===== src/rtl/fb_cmd_engine.sv =====
// fb_cmd_engine: turns COBS-decoded command frames into VRAM and palette RAM
// write cycles. One frame carries one command; the first byte (in_sof=1) is
// the opcode and the rest is that command's payload.
module fb_cmd_engine #(
    parameter int VADDR_W = 15,
    parameter int PAL_AW  = 4,
    parameter int PAL_W   = 12,
    parameter int CNT_W   = 16
) (
    input  logic               clk,
    input  logic               rst,
    input  logic               in_valid,
    input  logic               in_sof,
    input  logic [7:0]         in_data,
    output logic               in_ready,
    output logic               vram_we,
    output logic [VADDR_W-1:0] vram_addr,
    output logic [7:0]         vram_din,
    input  logic               vram_ready,
    output logic               pram_we,
    output logic [PAL_AW-1:0]  pram_addr,
    output logic [PAL_W-1:0]   pram_din,
    output logic               busy,
    output logic [7:0]         err_cnt
);

    // Number of payload bytes in an ADDR command, and the width of the shadow
    // register holding every address byte except the last one.
    localparam int ABYTES = (VADDR_W + 7) / 8;
    localparam int SHW    = (ABYTES > 1) ? (ABYTES - 1) * 8 : 8;
    localparam int IDX_W  = 4;
    localparam logic [IDX_W-1:0] ADDR_LAST = IDX_W'(ABYTES - 1);

    typedef enum logic [2:0] {
        ST_IDLE,
        ST_DATA,
        ST_ADDR,
        ST_FILL,
        ST_PAL,
        ST_PSEL,
        ST_IGNORE
    } state_t;

    state_t             state_q, state_d;
    logic [VADDR_W-1:0] vaddr_q, vaddr_d;
    logic [PAL_AW-1:0]  paddr_q, paddr_d;
    logic [IDX_W-1:0]   byte_idx_q, byte_idx_d;
    logic [SHW-1:0]     addr_shadow_q, addr_shadow_d;
    logic [7:0]         fill_val_q, fill_val_d;
    logic [7:0]         cnt_lo_q, cnt_lo_d;
    logic [CNT_W-1:0]   fill_rem_q, fill_rem_d;
    logic               filling_q, filling_d;
    logic               vram_we_q, vram_we_d;
    logic [7:0]         vram_din_q, vram_din_d;
    logic [7:0]         pal_lo_q, pal_lo_d;
    logic               pram_we_q, pram_we_d;
    logic [PAL_AW-1:0]  pram_addr_q, pram_addr_d;
    logic [PAL_W-1:0]   pram_din_q, pram_din_d;
    logic [7:0]         err_cnt_q, err_cnt_d;

    logic               accept;
    logic               write_done;
    logic               err_inc;
    logic [CNT_W-1:0]   fill_cnt;

    // A byte is only taken while no VRAM write is outstanding, so the write
    // port never has to queue more than the single held request.
    assign in_ready   = !vram_we_q && !filling_q;
    assign accept     = in_valid && in_ready;
    assign write_done = vram_we_q && vram_ready;
    assign fill_cnt   = CNT_W'({in_data, cnt_lo_q});

    assign vram_we    = vram_we_q;
    assign vram_addr  = vaddr_q;
    assign vram_din   = vram_din_q;
    assign pram_we    = pram_we_q;
    assign pram_addr  = pram_addr_q;
    assign pram_din   = pram_din_q;
    assign busy       = vram_we_q | filling_q;
    assign err_cnt    = err_cnt_q;

    // Command decode, payload collection and write sequencing.
    always_comb begin
        state_d       = state_q;
        vaddr_d       = vaddr_q;
        paddr_d       = paddr_q;
        byte_idx_d    = byte_idx_q;
        addr_shadow_d = addr_shadow_q;
        fill_val_d    = fill_val_q;
        cnt_lo_d      = cnt_lo_q;
        fill_rem_d    = fill_rem_q;
        filling_d     = filling_q;
        vram_we_d     = vram_we_q;
        vram_din_d    = vram_din_q;
        pal_lo_d      = pal_lo_q;
        pram_we_d     = 1'b0;
        pram_addr_d   = pram_addr_q;
        pram_din_d    = pram_din_q;
        err_cnt_d     = err_cnt_q;
        err_inc       = 1'b0;

        // A completed VRAM write always advances the address; during a FILL
        // the request stays up until the last of the run has been accepted.
        if (write_done) begin
            vaddr_d = vaddr_q + VADDR_W'(1);
            if (filling_q) begin
                if (fill_rem_q == CNT_W'(1)) begin
                    filling_d = 1'b0;
                    vram_we_d = 1'b0;
                    state_d   = ST_IDLE;
                end else begin
                    fill_rem_d = fill_rem_q - CNT_W'(1);
                end
            end else begin
                vram_we_d = 1'b0;
            end
        end

        if (accept) begin
            if (in_sof) begin
                // Opcodes restart decoding from any state; half-collected
                // payload bytes are simply abandoned.
                byte_idx_d = '0;
                case (in_data[2:0])
                    3'd1: state_d = ST_DATA;
                    3'd2: state_d = ST_ADDR;
                    3'd3: state_d = ST_FILL;
                    3'd4: begin
                        state_d = ST_PAL;
                        paddr_d = '0;
                    end
                    3'd5: state_d = ST_PSEL;
                    default: begin
                        state_d = ST_IGNORE;
                        err_inc = 1'b1;
                    end
                endcase
            end else begin
                case (state_q)
                    ST_IDLE: begin
                        err_inc = 1'b1;
                    end
                    ST_DATA: begin
                        vram_we_d  = 1'b1;
                        vram_din_d = in_data;
                    end
                    ST_ADDR: begin
                        if (byte_idx_q == ADDR_LAST) begin
                            if (ABYTES == 1) begin
                                vaddr_d = VADDR_W'(in_data);
                            end else begin
                                vaddr_d = VADDR_W'({in_data, addr_shadow_q});
                            end
                            state_d    = ST_DATA;
                            byte_idx_d = '0;
                        end else begin
                            addr_shadow_d = SHW'({in_data, addr_shadow_q} >> 8);
                            byte_idx_d    = byte_idx_q + IDX_W'(1);
                        end
                    end
                    ST_FILL: begin
                        if (byte_idx_q == IDX_W'(0)) begin
                            fill_val_d = in_data;
                            byte_idx_d = IDX_W'(1);
                        end else if (byte_idx_q == IDX_W'(1)) begin
                            cnt_lo_d   = in_data;
                            byte_idx_d = IDX_W'(2);
                        end else begin
                            byte_idx_d = '0;
                            if (fill_cnt != '0) begin
                                fill_rem_d = fill_cnt;
                                filling_d  = 1'b1;
                                vram_we_d  = 1'b1;
                                vram_din_d = fill_val_q;
                            end else begin
                                state_d = ST_IDLE;
                            end
                        end
                    end
                    ST_PAL: begin
                        if (byte_idx_q == IDX_W'(0)) begin
                            pal_lo_d   = in_data;
                            byte_idx_d = IDX_W'(1);
                        end else begin
                            pram_we_d   = 1'b1;
                            pram_addr_d = paddr_q;
                            pram_din_d  = PAL_W'({in_data, pal_lo_q});
                            paddr_d     = paddr_q + PAL_AW'(1);
                            byte_idx_d  = '0;
                        end
                    end
                    ST_PSEL: begin
                        paddr_d    = in_data[PAL_AW-1:0];
                        state_d    = ST_PAL;
                        byte_idx_d = '0;
                    end
                    default: begin
                    end
                endcase
            end
        end

        if (err_inc && (err_cnt_q != 8'hFF)) begin
            err_cnt_d = err_cnt_q + 8'd1;
        end
    end

    // State and datapath registers; reset abandons any write in flight.
    always_ff @(posedge clk or negedge rst) begin
        if (!rst) begin
            state_q       <= ST_IDLE;
            vaddr_q       <= '0;
            paddr_q       <= '0;
            byte_idx_q    <= '0;
            addr_shadow_q <= '0;
            fill_val_q    <= '0;
            cnt_lo_q      <= '0;
            fill_rem_q    <= '0;
            filling_q     <= 1'b0;
            vram_we_q     <= 1'b0;
            vram_din_q    <= '0;
            pal_lo_q      <= '0;
            pram_we_q     <= 1'b0;
            pram_addr_q   <= '0;
            pram_din_q    <= '0;
            err_cnt_q     <= '0;
        end else begin
            state_q       <= state_d;
            vaddr_q       <= vaddr_d;
            paddr_q       <= paddr_d;
            byte_idx_q    <= byte_idx_d;
            addr_shadow_q <= addr_shadow_d;
            fill_val_q    <= fill_val_d;
            cnt_lo_q      <= cnt_lo_d;
            fill_rem_q    <= fill_rem_d;
            filling_q     <= filling_d;
            vram_we_q     <= vram_we_d;
            vram_din_q    <= vram_din_d;
            pal_lo_q      <= pal_lo_d;
            pram_we_q     <= pram_we_d;
            pram_addr_q   <= pram_addr_d;
            pram_din_q    <= pram_din_d;
            err_cnt_q     <= err_cnt_d;
        end
    end

endmodule


===== config.mk =====
export PLATFORM = sky130hd
export DESIGN_NAME = fb_cmd_engine
export DESIGN_NICKNAME = d
export VERILOG_FILES = /design/src/rtl/fb_cmd_engine.sv
export SDC_FILE = /design/constraint.sdc
export NUM_CORES = 1
export LEC_CHECK = 0
export ABC_AREA = 1
export ABC_CLOCK_PERIOD_IN_PS = 4600
export CELL_PAD_IN_SITES_DETAIL_PLACEMENT = 0
export CELL_PAD_IN_SITES_GLOBAL_PLACEMENT = 1
export CORE_MARGIN = 5
export CORE_UTILIZATION = 47
export CTS_BUF_LIST = sky130_fd_sc_hd__clkbuf_8
export CTS_CLUSTER_DIAMETER = 40
export CTS_CLUSTER_SIZE = 24
export DETAILED_ROUTE_END_ITERATION = 8
export PLACE_DENSITY_LB_ADDON = 0.05
export SYNTH_ARGS = -nofsm -noshare
export SYNTH_HDL_FRONTEND = slang
export SYNTH_SLANG_ARGS = --single-unit

===== constraint.sdc =====
create_clock -name clk -period 4.6 [get_ports clk]
set_clock_uncertainty 0.05 [all_clocks]
set_input_delay 0.69 -clock clk [delete_from_list [all_inputs] [get_ports clk]]
set_output_delay 0.69 -clock clk [all_outputs]
set_load 0.1 [all_outputs]

; ---- Word level (Yosys, flattened, before mapping)
; Cells that the tools add are included.
[op_classes]
addsub = 5
n_mux = 65
n_bitwise = 4
reduce_logical = 21
eq_ne = 18
[ops]
columns = cell, n
row1 = 16-bit 2-to-1 mux, 9
row2 = 15-bit 2-to-1 mux, 5
row3 = 3-bit 2-to-1 mux, 9
row4 = 1-bit 2-to-1 mux, 26
row5 = 8-bit 2-to-1 mux, 3
row6 = 4-bit 2-to-1 mux, 5
row7 = 4-bit AND reduction, 5
row8 = 16-bit by 1-bit == test with 1-bit output (second input constant), 1
row9 = 4-bit one-hot mux with 4 select lines, 1
row10 = 8-bit one-hot mux with 2 select lines, 1
row11 = 16-bit nonzero test, 1
row12 = 16-bit by 1-bit subtractor with 16-bit output (second input constant), 1
row13 = 15-bit by 1-bit adder with 15-bit output (second input constant), 1
row14 = 3-bit one-hot mux with 5 select lines, 1
row15 = 3-bit by 2-bit == test with 1-bit output (second input constant), 4
row16 = 3-bit == test (second input constant), 4
row17 = 3-bit one-hot mux with 3 select lines, 1
row18 = 4-bit by 1-bit adder with 4-bit output (second input constant), 2
row19 = 8-bit by 1-bit adder with 8-bit output (second input constant), 1
row20 = 8-bit inequality test (second input constant), 1
row21 = 4-bit one-hot mux with 2 select lines, 1
row22 = 3-bit by 1-bit == test with 1-bit output (second input constant), 2
row23 = 2-bit inequality test (second input constant), 3
row24 = 6-bit AND reduction, 1
row25 = other kinds (17), 24
[totals]
inputBits = 13
register_bits = 109

; ---- Depth between registers and ports, before layout
[depth]
depth_word = 10
ltp_mapped = 12

; ---- Worst setup path after synthesis
; OpenSTA, ideal clock, no wires.
[synth_path]
path_type = reg2out
startpoint = reg vram_we_q, in the netlist vram_we
endpoint = out busy
arrival_time_ns = 2.099
setup_slack_ns = 1.761
stages_incl_launch_ff = 3
path_cell_list = dfrtp_1 nor2_4 inv_1
[synth_via]
elab_chain_cells = 1
[synth_lines]
columns = item, line_no
row1 = from (decl), 53  ; logic vram_we_q, vram_we_d;
row2 = from (signal assigned), 237  ; vram_we_q <= vram_we_d;
row3 = 1-bit bitwise OR, 79  ; assign busy = vram_we_q | filling_q;
row4 = to (decl), 23  ; output logic busy,
; Every way passes these cells.

; ---- Worst setup path in the final report
[layout_path]
startpoint = reg vram_we_q, in the netlist vram_we
endpoint = out in_ready
[layout_via]
elab_chain_cells = 2
[layout_lines]
columns = item, line_no
row1 = 1-bit zero test, 68  ; assign in_ready = !vram_we_q && !filling_q;
row2 = 1-bit logical AND, 68
row3 = to (decl), 15  ; output logic in_ready,
; Every way passes these cells.

==> summary.log <==
qor: min_path.min-delay-path-class in -> async
qor: clock_tree.clock-sinks 109
qor: clock_tree.clk_pin_slew 0.10 ns
qor: route.routed_via_density 5.24
qor: logic_synthesis.synth_edf_count 0
qor: cells_and_area.syn_to_final_growth 17.2%
qor: worst_setup_path.worstPathArrival 2.21 ns
qor: floorplanning.fp.coreArea 11400 µm²
qor: logic_synthesis.cell_taking_the_most_area_after_synthesis dfrtp_1
qor: clock_tree.cts_made_buffers 9
qor: cells_and_area.fraction_of_layout_cells_with_a_size_suffix_above_1 0.0576
qor: floorplanning.core.rowCount 39
qor: grt.grt_start_max_net_pins 81
qor: cells_and_area.antenna-diode-count 0
qor: placed_design.dp_worst_setup_slack 1.67 ns
qor: cells_and_area.register_area 2730 µm²
qor: route.first_iter_violations 250
qor: grt.combined_global_route_utilization_of_all_metal_layers 0.204
qor: status.run_status finished clean
qor: floorplanning.io_pins 64
qor: worst_setup_path.worst_setup_path_start_kind register
qor: grt.grt_pass1_vias 4514
qor: logic_synthesis.synth-async-reset-ratio 1.00
qor: sta.slew-limit-headroom 0.318
qor: flow_run.drv.max_cap_violation_count 0
qor: power.power_per_cell_area 249 nW/µm²
qor: route.routedWlPerCell 15.6 µm
qor: logic_synthesis.netlist_top_cells_area dfrtp_1 (50%), nand2_1 (13%), o21ai_0 (6.8%)
qor: cells_and_area.layoutNonFillerInstCount 889
qor: logic_synthesis.synth.distinct_cells 38
qor: grt.initial_antenna_violation_count 0
qor: route.drtPass1Iterations 5
qor: logic_synthesis.post_synth.cell_area_avg 8.08 µm²
qor: cells_and_area.final_core_utilization 0.562
qor: floorplanning.die-width 118 µm
qor: logic_synthesis.post-synth-top-count-cell nand2_1
qor: logic_synthesis.postSynthNetCount 696
qor: route.wirelength 13.8 mm
qor: logic_synthesis.ys_warn_count 0
qor: sta.min_period_over_period 0.641
qor: sta.hold_viol 0
qor: logic_synthesis.synthTopCellsByCount nand2_1 (188), dfrtp_1 (109), inv_1 (78)
qor: route.detail_route.drc_violations 0
qor: logic_synthesis.synth_top_cell_area_share 0.498
qor: grt.global_route_wire_length_before_repair 23.1 mm
qor: sta.postLayoutSetupSlackWorst 1.65 ns
qor: sta.fin_crit 2.95 ns
qor: worst_setup_path.critical_path.max_stage_delay 1.15 ns
qor: clock_tree.tritoncts yes
qor: placed_design.place.gp.congestion 0.883
qor: sta.finalMaxSlewViolations 0
qor: clock_tree.htree_levels 3
qor: power.worst_ir_drop_vdd 0.000155 V
qor: clock_tree.worst_skew_pair.late_latency 0.39 ns
qor: sta.setup_viol 0
qor: logic_synthesis.synth.cell_area 5480 µm²
qor: logic_synthesis.syn-instance-count 678
qor: logic_synthesis.ys_seq_area_frac 0.498
qor: floorplanning.initial_utilization 0.480
qor: cells_and_area.layout.nets 759
qor: floorplanning.dieArea 13900 µm²
qor: floorplanning.die-height 118 µm
qor: worst_setup_path.endpoint_kind output port
qor: logic_synthesis.synth_ff_type dfrtp_1
qor: clock_tree.cts-hold-fix-buffers 0
qor: placed_design.postPlaceCellArea 6220 µm²
qor: power.total_leakage_power 0.00320 µW
qor: worst_setup_path.criticalPathCategory reg -> out
qor: sta.setup_tns 0 ns
qor: route.vias 4660
qor: clock_tree.cts_root_cell clkbuf_8
qor: cells_and_area.multiInputGateArea 2370 µm²
qor: grt.gr_overflow_total 0
qor: placed_design.io_buffer_count 63
qor: sta.max_slew.worst_pin.slew 1.02 ns
qor: worst_setup_path.crit_path_top_delay_cell clkdlybuf4s50_1
qor: cells_and_area.fillCellCount 1102
qor: cells_and_area.final_cell_area 6420 µm²
qor: placed_design.count_of_placed_standard_cells_including_taps 873
qor: worst_setup_path.crit_chain nor2_4 -> clkdlybuf4s50_1
qor: logic_synthesis.ys_ff_latch 109
qor: placed_design.hpwl 9.97 mm
qor: route.antenna_violating_nets_post_route 0
qor: worst_setup_path.critical_path_required 3.86 ns
qor: clock_tree.ctsResizeCount 0
qor: clock_tree.cts_setup_buffers 0
qor: sta.rsz_0062_raised_after_global_routing false
qor: clock_tree.ctsLongestPathBuffers 2
qor: worst_setup_path.maximum_net_fanout_on_the_critical_path 4
qor: sta.max_freq 339 MHz
## cells in the final DEF (no fill, tap or decap), drive strengths merged, types with 2 or more instances in the layout
cell and instances:
nand2 195, dfrtp 109, inv 85, o21ai 84
nor2 66, clkdlybuf4s50 62, nand3 40, a21oi 16
xor2 12, xnor2 12, clkbuf 11, nor3 10
o21a 8, nand4 8, ha 5, o22ai 4
a31oi 3, nand3b 3, o211ai 2, o31ai 2
buf 2
## worst max-delay path, delay by kind of cell, from the launching register on
family	cells	cell delay, ns
simple gates	1	0.19
buf+inv	1	1.15
flops	1	0.48
## layer usage
metal / up-vias / GRT usage / routed length [µm]
met2: 127 / 0.315 / 6420
met3: 19 / 0.0399 / 642
met4: 0 / 0.0731 / 251
met5: - / 0 / 0
li1: 2311 / - / -
met1: 2203 / 0.285 / 6520
## logic make-up (layout without fill, tap and decap cells)
| logic type | count (synthesis) | count (layout) | share of synthesized area |
|---|---|---|---|
| compound gates | 123 | 123 | 0.127 |
| flops | 109 | 109 | 0.498 |
| buf+inv | 94 | 162 | 0.0701 |
| fa+ha+maj | 5 | 5 | 0.0114 |
| simple gates | 323 | 323 | 0.255 |
| xor+xnor | 24 | 24 | 0.0384 |
## state kept, by name, indices dropped and copies added, names as in the netlist, 3 cells and up
| register | cells |
|---|---|
| paddr_q | 4 |
| state_q | 3 |
| cnt_lo_q | 8 |
| byte_idx_q | 4 |
| fill_rem_q | 16 |
| addr_shadow_q | 8 |
| vram_din | 8 |
| pal_lo_q | 8 |
| vram_addr | 15 |
| pram_din | 12 |
| fill_val_q | 8 |
| err_cnt | 8 |
| pram_addr | 4 |
## per-stage QoR
step | hold slack (ns) | total power, µW
floorplan | 0.344 | 990
global placement | 0.406 | 1030
detailed placement | 0.409 | 1030
CTS | 0.412 | 1620
global route | 0.453 | 1670
finish | 0.401 | 1600
## power by group
part	switching, µW	internal (µW)	leakage [µW]
clock network	351	238	0.000100
registers	0	958	0.00145
logic	41.0	13.9	0.00166
total	392	1210	0.00320
## worst paths after layout
| path | start | to | slack, ns | cells after the start |
|---|---|---|---|---|
| max | vram_we | in_ready | 1.65 | 2 |
| min | rst | fill_rem_q[14] | 0.40 | 1 |
| max reg2reg | state_q[2] | fill_rem_q[8] | 2.17 | 8 |
| min reg2reg | pram_din[0] | pram_din[0] | 0.43 | 2 |
| max in group asynchronous | rst | paddr_q[0] | 3.08 | 2 |
| min in group clk | pram_din[0] | pram_din[0] | 0.43 | 2 |
## layout make-up
type | instances | share of cell area
clock buffers | 11 | 0.0236
clock inverters | 5 | 0.00740
inverters | 82 | 0.0487
multi-input cells | 475 | 0.369
flip-flops and latches | 109 | 0.425
well taps | 143 | 0.0279
repair buffers | 64 | 0.0990
(Power assumes the default switching activity.)
